### src/rtl/fp_align_add.sv
// FP16 add/sub alignment stage: orders operands by magnitude, aligns the smaller
// mantissa with a 1-bit/cycle serial shifter, then adds or subtracts.
// Optional sticky output is enabled with the FP_ALIGN_STICKY_EN macro.
module fp_align_add #(
  parameter int EW        = 5,
  parameter int MW        = 11,
  parameter int MAX_SHIFT = 12
) (
  input  logic          clk,
  input  logic          rst,
  input  logic          in_valid,
  output logic          in_ready,
  input  logic          sa,
  input  logic [EW-1:0] ea,
  input  logic [MW-1:0] ma,
  input  logic          sb,
  input  logic [EW-1:0] eb,
  input  logic [MW-1:0] mb,
  output logic          out_valid,
  input  logic          out_ready,
  output logic          sr,
  output logic [EW-1:0] er,
  output logic [MW:0]   mr
`ifdef FP_ALIGN_STICKY_EN
  ,
  output logic          sticky
`endif
);

  localparam int CW = $clog2(MAX_SHIFT + 1);

  typedef enum logic [1:0] {IDLE, ALIGN, ADD, DONE} state_t;

  state_t        state;
  logic          s_big;
  logic          eff_sub;
  logic [EW-1:0] e_big;
  logic [MW-1:0] m_big;
  logic [MW-1:0] sh;
  logic [CW-1:0] cnt;
`ifdef FP_ALIGN_STICKY_EN
  logic          sticky_acc;
`endif

  logic          a_big;
  logic [EW-1:0] diff;
  logic [MW-1:0] m_small_in;
  logic          clamp;
  logic [MW:0]   sum;

  // On a full tie A is taken as the larger operand.
  assign a_big      = (ea > eb) || ((ea == eb) && (ma >= mb));
  assign diff       = a_big ? (ea - eb) : (eb - ea);
  assign m_small_in = a_big ? mb : ma;
  assign clamp      = int'(diff) >= MAX_SHIFT;

  // Unequal signs never go negative: m_big >= sh because big was ordered by magnitude.
  assign sum = eff_sub ? ({1'b0, m_big} - {1'b0, sh})
                       : ({1'b0, m_big} + {1'b0, sh});

  // NOTE: all state is updated with non-blocking assignments in one clocked block,
  // so every register sees the values from before this edge regardless of order.
  always_ff @(posedge clk or posedge rst) begin
    if (rst) begin
      state     <= IDLE;
      s_big     <= 1'b0;
      eff_sub   <= 1'b0;
      e_big     <= '0;
      m_big     <= '0;
      sh        <= '0;
      cnt       <= '0;
      in_ready  <= 1'b1;
      out_valid <= 1'b0;
      sr        <= 1'b0;
      er        <= '0;
      mr        <= '0;
`ifdef FP_ALIGN_STICKY_EN
      sticky_acc <= 1'b0;
      sticky     <= 1'b0;
`endif
    end else begin
      unique case (state)
        IDLE: begin
          if (in_valid) begin
            s_big    <= a_big ? sa : sb;
            e_big    <= a_big ? ea : eb;
            m_big    <= a_big ? ma : mb;
            eff_sub  <= sa ^ sb;
            // Clamped gaps load a zero shifter but still count MAX_SHIFT cycles,
            // keeping the latency at min(gap, MAX_SHIFT) + 2.
            sh       <= clamp ? '0 : m_small_in;
            cnt      <= clamp ? CW'(MAX_SHIFT) : CW'(diff);
`ifdef FP_ALIGN_STICKY_EN
            sticky_acc <= clamp ? |m_small_in : 1'b0;
`endif
            in_ready <= 1'b0;
            state    <= ALIGN;
          end
        end
        ALIGN: begin
          if (cnt == '0) begin
            state <= ADD;
          end else begin
            sh  <= sh >> 1;
            cnt <= cnt - 1'b1;
`ifdef FP_ALIGN_STICKY_EN
            sticky_acc <= sticky_acc | sh[0];
`endif
          end
        end
        ADD: begin
          mr        <= sum;
          sr        <= (sum == '0) ? 1'b0 : s_big;
          er        <= e_big;
`ifdef FP_ALIGN_STICKY_EN
          sticky    <= sticky_acc;
`endif
          out_valid <= 1'b1;
          state     <= DONE;
        end
        DONE: begin
          if (out_ready) begin
            out_valid <= 1'b0;
            in_ready  <= 1'b1;
            state     <= IDLE;
          end
        end
        default: state <= IDLE;
      endcase
    end
  end

endmodule

### config.mk
export PLATFORM = sky130hd
export DESIGN_NAME = fp_align_add
export DESIGN_NICKNAME = d
export VERILOG_FILES = /design/src/rtl/fp_align_add.sv
export SDC_FILE = /design/constraint.sdc
export NUM_CORES = 1
export LEC_CHECK = 0
export BUFFER_PORTS_ARGS = -buffer_cell sky130_fd_sc_hd__buf_2
export CAP_MARGIN = 20
export CORE_ASPECT_RATIO = 1.2
export CORE_MARGIN = 2
export CORE_UTILIZATION = 50
export DETAILED_ROUTE_END_ITERATION = 12
export PLACE_DENSITY_LB_ADDON = 0.05
export RECOVER_POWER = 25
export SETUP_SLACK_MARGIN = 0.15
export SYNTH_ARGS = -nofsm -noshare
export SYNTH_HDL_FRONTEND = slang
export SYNTH_SLANG_ARGS = --single-unit
### constraint.sdc
create_clock -name clk -period 3.2 [get_ports clk]
set_clock_uncertainty 0.05 [all_clocks]
set_input_delay 0.32 -clock clk [delete_from_list [all_inputs] [get_ports clk]]
set_output_delay 0.32 -clock clk [all_outputs]
set_load 0.02 [all_outputs]
**Word-level counts from Yosys, hierarchy flattened**

Index checks and enable logic that the tools add are counted.
W data, S select, Z words.

- Bits in registers: 55
- Latch bits: 0
- RAM bits: 0
- Memory bits (read-only): 0
- Input bits: 38
- Output and inout port bits: 20
- Word-level logic and storage cells: 66
- Memories kept: 0

- Add/subtract/negate cells: 5
- Multiply operators: 0
- Divide/modulo/power cells: 0
- $lt $le $gt $ge: 3
- Equal/unequal tests: 8
- Shift operators: 0
- Multiplexer cells: 24
- Bitwise gates (word level): 1
- Reductions and logical operators: 13

Operators with widths:

| cell | number |
|---|---|
| $mux W11 | 5 |
| $pmux W11 S2 | 1 |
| $add A11 B11 Y12 | 1 |
| $logic_not A12 Y1 | 1 |
| $mux W12 | 1 |
| $mux W4 | 3 |
| $sub A11 B11 Y12 | 1 |
| $ge A11 B11 Y1 | 1 |
| $mux W5 | 2 |
| $sub A5 B5 Y5 | 2 |
| $reduce_and A3 Y1 | 3 |
| $ne A2 B2 Y1 const B | 4 |
| $pmux W2 S4 | 1 |
| $pmux W4 S2 | 1 |
| $mux W2 | 3 |
| $reduce_bool A2 Y1 | 3 |
| $eq A5 B5 Y1 | 1 |
| $ge A5 B4 Y1 const B | 1 |
| $gt A5 B5 Y1 | 1 |
| $mux W1 | 5 |
| $eq A2 B2 Y1 const B | 2 |
| $logic_not A4 Y1 | 1 |
| $pmux W1 S2 | 2 |
| $reduce_and A2 Y1 | 2 |
| other kinds (6) | 6 |

**Longest topological paths before layout**

Gate-level depths: netlist of run 1.

- Depth in word-level cells: 8
- Gate-level depth with buffers: 14
- Gate-level depth less buffers: 14

**Least setup slack after synthesis of run 1**

OpenSTA, ideal clock, no wires.

- Kind: reg-to-reg
- Start: register sh[2]
- End: register sr
- Setup time: 128 ps
- Arrival: 2,759 ps
- Data required time: 3,022 ps
- Path slack: 263 ps
- Stages on the path, launching flop included: 12
- Buffers on the path: 0
- Clock period less this slack: 2,937 ps
- Cells stage by stage: dfrtp_1 > or3_1 > nor4_1 > a21oi_1 > xnor2_1 > ha_1 > or4_1 > o21ai_0 > o21ai_1 > xor2_1 > nor4_1 > a21oi_1

- Cells in the longest elaborated chain, start to end: 4
- Elaborated cells between the ends (all ways): 5
- Classes of those cells: 2 x add/sub; 2 x mux; 1 x reduce/logical

Ends and longest elaborated chain:

| item | RTL line | RTL |
|---|---|---|
| start: declaration | 39 | `logic [MW-1:0] sh;` |
| start signal: assignment | 91 | `sh <= clamp ? '0 : m_small_in;` |
| start signal: assignment | 104 | `sh <= sh >> 1;` |
| $add A11 B11 Y12 / $sub A11 B11 Y12 (equally long branches) | 59, 58 |  |
| $mux W12 (*) | 58 | `assign sum = eff_sub ? ({1'b0, m_big} - {1'b0, sh})` |
| $logic_not A12 Y1 (*) | 113 | `sr <= (sum == '0) ? 1'b0 : s_big;` |
| $mux W1 (*) | 113 |  |
| end signal: assignment | 113 |  |
| end: declaration | 21 | `output logic sr,` |

Mark *: on every way between the ends. The rest lies on a longest branch, timed or not.
A chain may end at the register's enable or synchronous reset.

**Worst setup path after layout of run 1**

- Start: register sh[3]
- End: register sr

The elaborated chain is that of the path after synthesis.

==> results of run 1 <==
## critical path, cell delays in order, from the launching register on
cell	delay [ns]
dfrtp_1	0.42
or3_4	0.42
nor4_4	0.17
a21oi_1	0.12
xnor2_1	0.13
ha_1	0.23
or4_1	0.52
o21ai_2	0.10
xor2_1	0.21
nand4_1	0.17
nor4_2	0.18
a21oi_1	0.09
## cells in the mapped netlist (3+ instances only)
cell | count | area (µm²)
nor3b_1 | 4 | 30.0
fa_1 | 3 | 60.1
xnor2_1 | 15 | 131
ha_1 | 37 | 463
a21oi_1 | 75 | 375
a21o_1 | 8 | 60.1
o41ai_2 | 10 | 163
nor2b_1 | 4 | 25.0
o21ai_0 | 13 | 65.1
o21a_1 | 6 | 45.0
nor4_1 | 4 | 25.0
nand2b_1 | 4 | 25.0
nand2_1 | 12 | 45.0
nand4_1 | 3 | 18.8
mux2i_1 | 20 | 200
and3_1 | 11 | 68.8
o41ai_1 | 3 | 26.3
clkbuf_1 | 12 | 45.0
buf_2 | 3 | 15.0
nor3_1 | 7 | 35.0
inv_1 | 43 | 161
nor2_1 | 56 | 210
dfrtp_1 | 54 | 1350
nand3_1 | 3 | 15.0
mux2_2 | 12 | 135
## registers in the layout, summed over array words and instances (netlist names)
signal	cells
sr	1
s_big	1
sh	11
cnt	4
in_ready	1
er	5
state	2
mr	12
m_big	11
out_valid	1
eff_sub	1
e_big	5
## metrics by stage
step                cell area, µm²  total power (W)  setup WS, ns
global route                  4770          0.00654         0.119
global placement              4530          0.00502        0.0852
floorplan                     4090          0.00420         0.263
finish                        4770          0.00597         0.274
detailed placement            4530          0.00509        0.0946
CTS                           4650          0.00560         0.166
## area by class of cell
class                           instances  area [µm²]  area share, %
Timing Repair Buffer                   77         433           9.07
Multi-Input combinational cell        339        2570           53.9
Inverter                               43         161           3.38
Sequential cell                        55        1380           28.9
Clock inverter                          1        30.0          0.629
Tap cell                               95         119           2.49
Clock buffer                            7        76.3           1.60
## what timing repair did
| item | CTS | global route |
|---|---|---|
| gates cloned | 0 | 0 |
| hold buffers | 0 | 0 |
| setup buffers | 0 | 5 |
| endpoints found under the setup margin | 2 | 4 |
| pin swaps | 0 | 3 |
| gates resized for setup | 4 | 21 |
## how the worst max path moves through the flow
stage / endpoint / slack (ns) / cells after the start
3_5_place_dp: sr / 0.09 / 11
3_3_place_gp: sr / 0.09 / 11
5_1_grt: sr / 0.12 / 13
4_1_cts: sr / 0.17 / 12
6_report: sr / 0.27 / 11
2_1_floorplan: sr / 0.26 / 11
## power by group
group	leakage (nW)	switching [W]	internal, W	total (W)
Clock	0.0524	0.000231	0.000235	0.000465
Sequential	0.638	0.000260	0.00106	0.00132
Combinational	1.58	0.00230	0.00189	0.00418
Total	2.27	0.00279	0.00318	0.00597
## kinds of logic (layout without fill, tap and decap cells)
kind of cell / Yosys count / after routing / synth area share (%)
AO/OA/AOI/OAI: 133 / 133 / 21.6
multiplexers: 32 / 32 / 8.19
adder cells (fa/ha/maj): 40 / 40 / 12.8
buffers and inverters: 62 / 128 / 6.14
AND/OR/NAND/NOR: 116 / 116 / 13.6
flip-flops: 55 / 55 / 33.7
XOR/XNOR: 18 / 18 / 4.04
## metal layers
metal / global-route usage, % / wire length (µm) / part of all wire (%)
met1: 28.2 / 4340 / 51
met2: 32.2 / 3910 / 46
met3: 2.64 / 214 / 2.5
met4: 5.05 / 89 / 1.0
met5: 0 / 0 / 0
==> flow_summary.json, run 1 <==
{
  "status": "complete, no violations",
  "r2r-end": "sr",
  "worst_setup_path_end_kind": "flip-flop",
  "route.detailed.wl_per_inst_um": 13.9,
  "overflow": 0,
  "die_y_um": 103,
  "min-delay-start": "out_ready",
  "fin_cells": 617,
  "area_growth_pct": 16.6,
  "h-tree-depth": 2,
  "syn_inst": 456,
  "synth_nets": 534,
  "num_vias": 3323,
  "rsz0062_at_grt": "yes",
  "p_leak_nw": 2.27,
  "finalCritPeriodShare_pct": 91.4,
  "cts_tree": "yes",
  "synth.cell_area_mm2": 0.00409,
  "fin_crit_ns": 2.93,
  "min_path_type": "in2reg",
  "dp_cells": 604,
  "synth_edf_count": 0,
  "avgSynthCellArea_um2": 8.98,
  "drv_slew": 0,
  "fin_nets": 599,
  "cts_buffers": 5,
  "start_util_pct": 51.0,
  "die_width_um": 86.6,
  "grtUsageTotal_pct": 19.9,
  "max_freq_mhz": 342,
  "slew_headroom_pct": 8.38,
  "holdPathStages": 2,
  "hold_viol": 0,
  "crit_fanout": 4,
  "worstPathRequired_ns": 3.35,
  "cts_sinks": 55,
  "drive_above_1_share_pct": 24.3,
  "worstSetupPathType": "reg2reg",
  "power-per-cell-area_mw_per_mm2": 1250,
  "dr.pass1.iters": 4,
  "synth-seq-area-share_pct": 33.7,
  "insertedDiodeCount": 0,
  "grt_max_degree": 56,
  "tns_ns": 0,
  "final_cell_mix": "72 x a21oi_1, 57 x buf_2, 56 x nor2_1",
  "synth.distinct_cells": 52,
  "utilization_pct": 59.5,
  "die_area_mm2": 0.00893,
  "dpl.hpwl_um": 6640,
  "grt_antenna_before_repair": 0,
  "core-area_mm2": 0.00802,
  "ant_nets": 0,
  "viasPerCell": 5.39,
  "reg2reg_from": "sh[3]",
  "root_buffer": "clkbuf_8",
  "setup_viol": 0,
  "r2r_slack_ns": 0.27,
  "place_congestion": 0.823,
  "drt_wl_total_um": 8550,
  "ys_async_sr_fraction_pct": 100,
  "final_common_cell": "a21oi_1",
  "worst_pin_slew_ns": 1.37,
  "startpoint": "sh[3]",
  "synth_warnings": 0,
  "clkSlewWorstSetupHoldPaths_ns": 0.10,
  "remaining_drc_errors": 0,
  "drt_iter0_markers": 91,
  "hold_end": "out_valid",
  "grt_pass1_wl_um": 14200,
  "synth-seq-cells": 55,
  "ir_drop_mv": 0.415,
  "nFillCells": 732,
  "pin_count": 58,
  "cts.path.max_buffers": 2,
  "std_cell_rows": 36,
  "maxCapViolCount": 0,
  "port_buffers": 57,
  "r2r_cells": 11,
  "hold_slack_ns": 0.166,
  "worst_ep_arrival_time_ns": 3.08,
  "start_kind": "flip-flop",
  "grt_pass1_vias": 3056,
  "insertion_delay_ns": 0.32,
  "yosys_most_used_dff": "dfrtp_1"
}
No activity file was read; power rests on OpenSTA's default activity.
==> run 2: changes to the inputs <==
Settings changed: CTS_BUF_LIST set to sky130_fd_sc_hd__clkbuf_4.
==> run 2 against run 1 <==
Net effect:
- design area down 1.4%
- count of clock-buffer cells in the layout unchanged
- flip-flop and latch count unchanged
- hold slack worse by 0.094 ns
- largest power group unchanged
- critical path type unchanged
- sequential share of layout area up 0.41 points
==> flow_summary.json, run 2 (same netlist as run 1, synthesis figures left out) <==
{
  "start_util_pct": 51.0,
  "fin_nets": 599,
  "slew_headroom_pct": 8.74,
  "crit_fanout": 5,
  "highest_layer": "met4",
  "clkSlewWorstSetupHoldPaths_ns": 0.15,
  "grt_pass1_vias": 3083,
  "place_congestion": 0.823,
  "dr.pass1.iters": 4,
  "holdPathStages": 2,
  "slowest_stage": "or4_1",
  "grt_antenna_before_repair": 0,
  "top_register": "mr",
  "dpl.hpwl_um": 6640,
  "preCtsSetupSlack_ns": 0.0946,
  "worst_ep_arrival_time_ns": 3.18,
  "insertion_delay_ns": 0.40,
  "num_vias": 3323,
  "drive_above_1_share_pct": 23.6,
  "fin_crit_ns": 2.93,
  "cts.path.max_buffers": 2,
  "worstSetupPathType": "reg2reg",
  "die_width_um": 86.6,
  "start_kind": "flip-flop",
  "tns_ns": 0,
  "pin_count": 58,
  "area_growth_pct": 15.0,
  "final_common_cell": "a21oi_1",
  "drt_iter0_markers": 77,
  "reg_top3": "mr x12, m_big x11, sh x11",
  "setup_viol": 0,
  "die_area_mm2": 0.00893,
  "ff_latch_area_mm2": 0.00138,
  "route.detailed.wl_per_inst_um": 13.9,
  "insertedDiodeCount": 0,
  "hold_slack_ns": 0.0724,
  "root_buffer": "clkbuf_4",
  "worstPathRequired_ns": 3.45,
  "multi_input_area_mm2": 0.00253,
  "maxCapViolCount": 0,
  "grt_pass1_wl_um": 14300,
  "crit_buf_inv": 0,
  "p_leak_nw": 2.27,
  "cts_tree": "yes",
  "largest_reg_flops": 12,
  "remaining_drc_errors": 0,
  "core-area_mm2": 0.00802,
  "nFillCells": 739,
  "drv_slew": 0,
  "rsz0062_at_grt": "yes",
  "min_path_type": "in2reg",
  "holdBufCountCts": 0,
  "worst_pin_slew_ns": 1.37,
  "grtUsageTotal_pct": 19.9,
  "status": "complete, no violations",
  "h-tree-depth": 2,
  "final_cell_mix": "73 x a21oi_1, 57 x buf_2, 56 x nor2_1",
  "fin_ws_ns": 0.266,
  "port_buffers": 57,
  "die_y_um": 103,
  "power-per-cell-area_mw_per_mm2": 1230,
  "critical-path-top-delay-family": "simple AND/OR/NAND/NOR gates",
  "crit_chain": "or3_4 -> nor3b_4 -> nor2_1 -> xnor2_1 -> ha_1 -> or4_1 -> o21ai_2 -> o21ai_1 -> xor2_1 -> nor4_2 -> a21oi_1",
  "hold_viol": 0,
  "p_total_w": 0.00578,
  "cp_num_cells": 11,
  "max_freq_mhz": 341,
  "cts_buffers": 5,
  "finalCritPeriodShare_pct": 91.7,
  "wl_met2_um": 3930,
  "drt-met1-wl_um": 4330,
  "ant_nets": 0,
  "r2r_cells": 11,
  "grt_max_degree": 56,
  "cts_sinks": 55,
  "ir_drop_mv": 0.397,
  "overflow": 0,
  "worst_setup_path_end_kind": "flip-flop",
  "viasPerCell": 5.39,
  "drt_wl_total_um": 8580,
  "slowest_delay_ns": 0.54,
  "std_cell_rows": 36,
  "route.met3.wl_um": 217
}
==> run 2: cell count changes in the layout (fill, tap and decap cells not counted), moves of 2 or more <==
cell,before,now
clkbuf_4,0,7
clkbuf_8,5,0
clkbuf_1,2,0
ha_1,34,36
ha_2,3,1
==> run 2: final timing paths <==
| kind | to | start | slack [ns] |
|---|---|---|---|
| min in group asynchronous | er[0] | rst | 0.30 |
| worst min register to register | in_ready | in_ready | 0.47 |
| worst max-delay path | sr | sh[3] | 0.27 |
| worst max register to register | sr | sh[3] | 0.27 |
| worst min-delay path | out_valid | out_ready | 0.07 |
| max in group asynchronous | sh[0] | rst | 1.88 |
==> run 2: power by group <==
group | internal (W) | total [W] | leakage [nW] | switching, W
combinational | 0.00182 | 0.00406 | 1.58 | 0.00224
clock | 0.000183 | 0.000407 | 0.0463 | 0.000224
sequential | 0.00105 | 0.00131 | 0.638 | 0.000258
total | 0.00306 | 0.00578 | 2.27 | 0.00273
==> run 2: layout make-up <==
cell class,instances,area share [%]
Tap cell,95,2.53
Sequential cell,55,29.3
Inverter,43,3.43
Timing Repair Buffer,77,9.20
Multi-Input combinational cell,339,53.8
Clock inverter,1,0.638
Clock buffer,7,1.12
==> run 2: through the flow <==
stage                     utilization, %  cell area (µm²)  std cells
final                               58.7             4710        617
after global routing                58.7             4710        617
after CTS                           57.7             4620        612
after detailed placement            56.5             4530        604
after global placement              56.5             4530        604
after floorplan                        -             4090        456
==> run 2: what timing repair did <==
item | CTS | global route
buffers inserted | 0 | 5
pin swaps | 0 | 2
endpoints found under the setup margin | 2 | 3
hold endpoints to repair | 0 | 0
gates resized for setup | 4 | 12
==> run 2: per-layer routing <==
metal / global-route usage (%) / vias to the layer above
met2: 32.3 / 54
met3: 2.64 / 6
met1: 28.1 / 1517
li1: - / 1746
met5: 0 / -
met4: 5.41 / 0
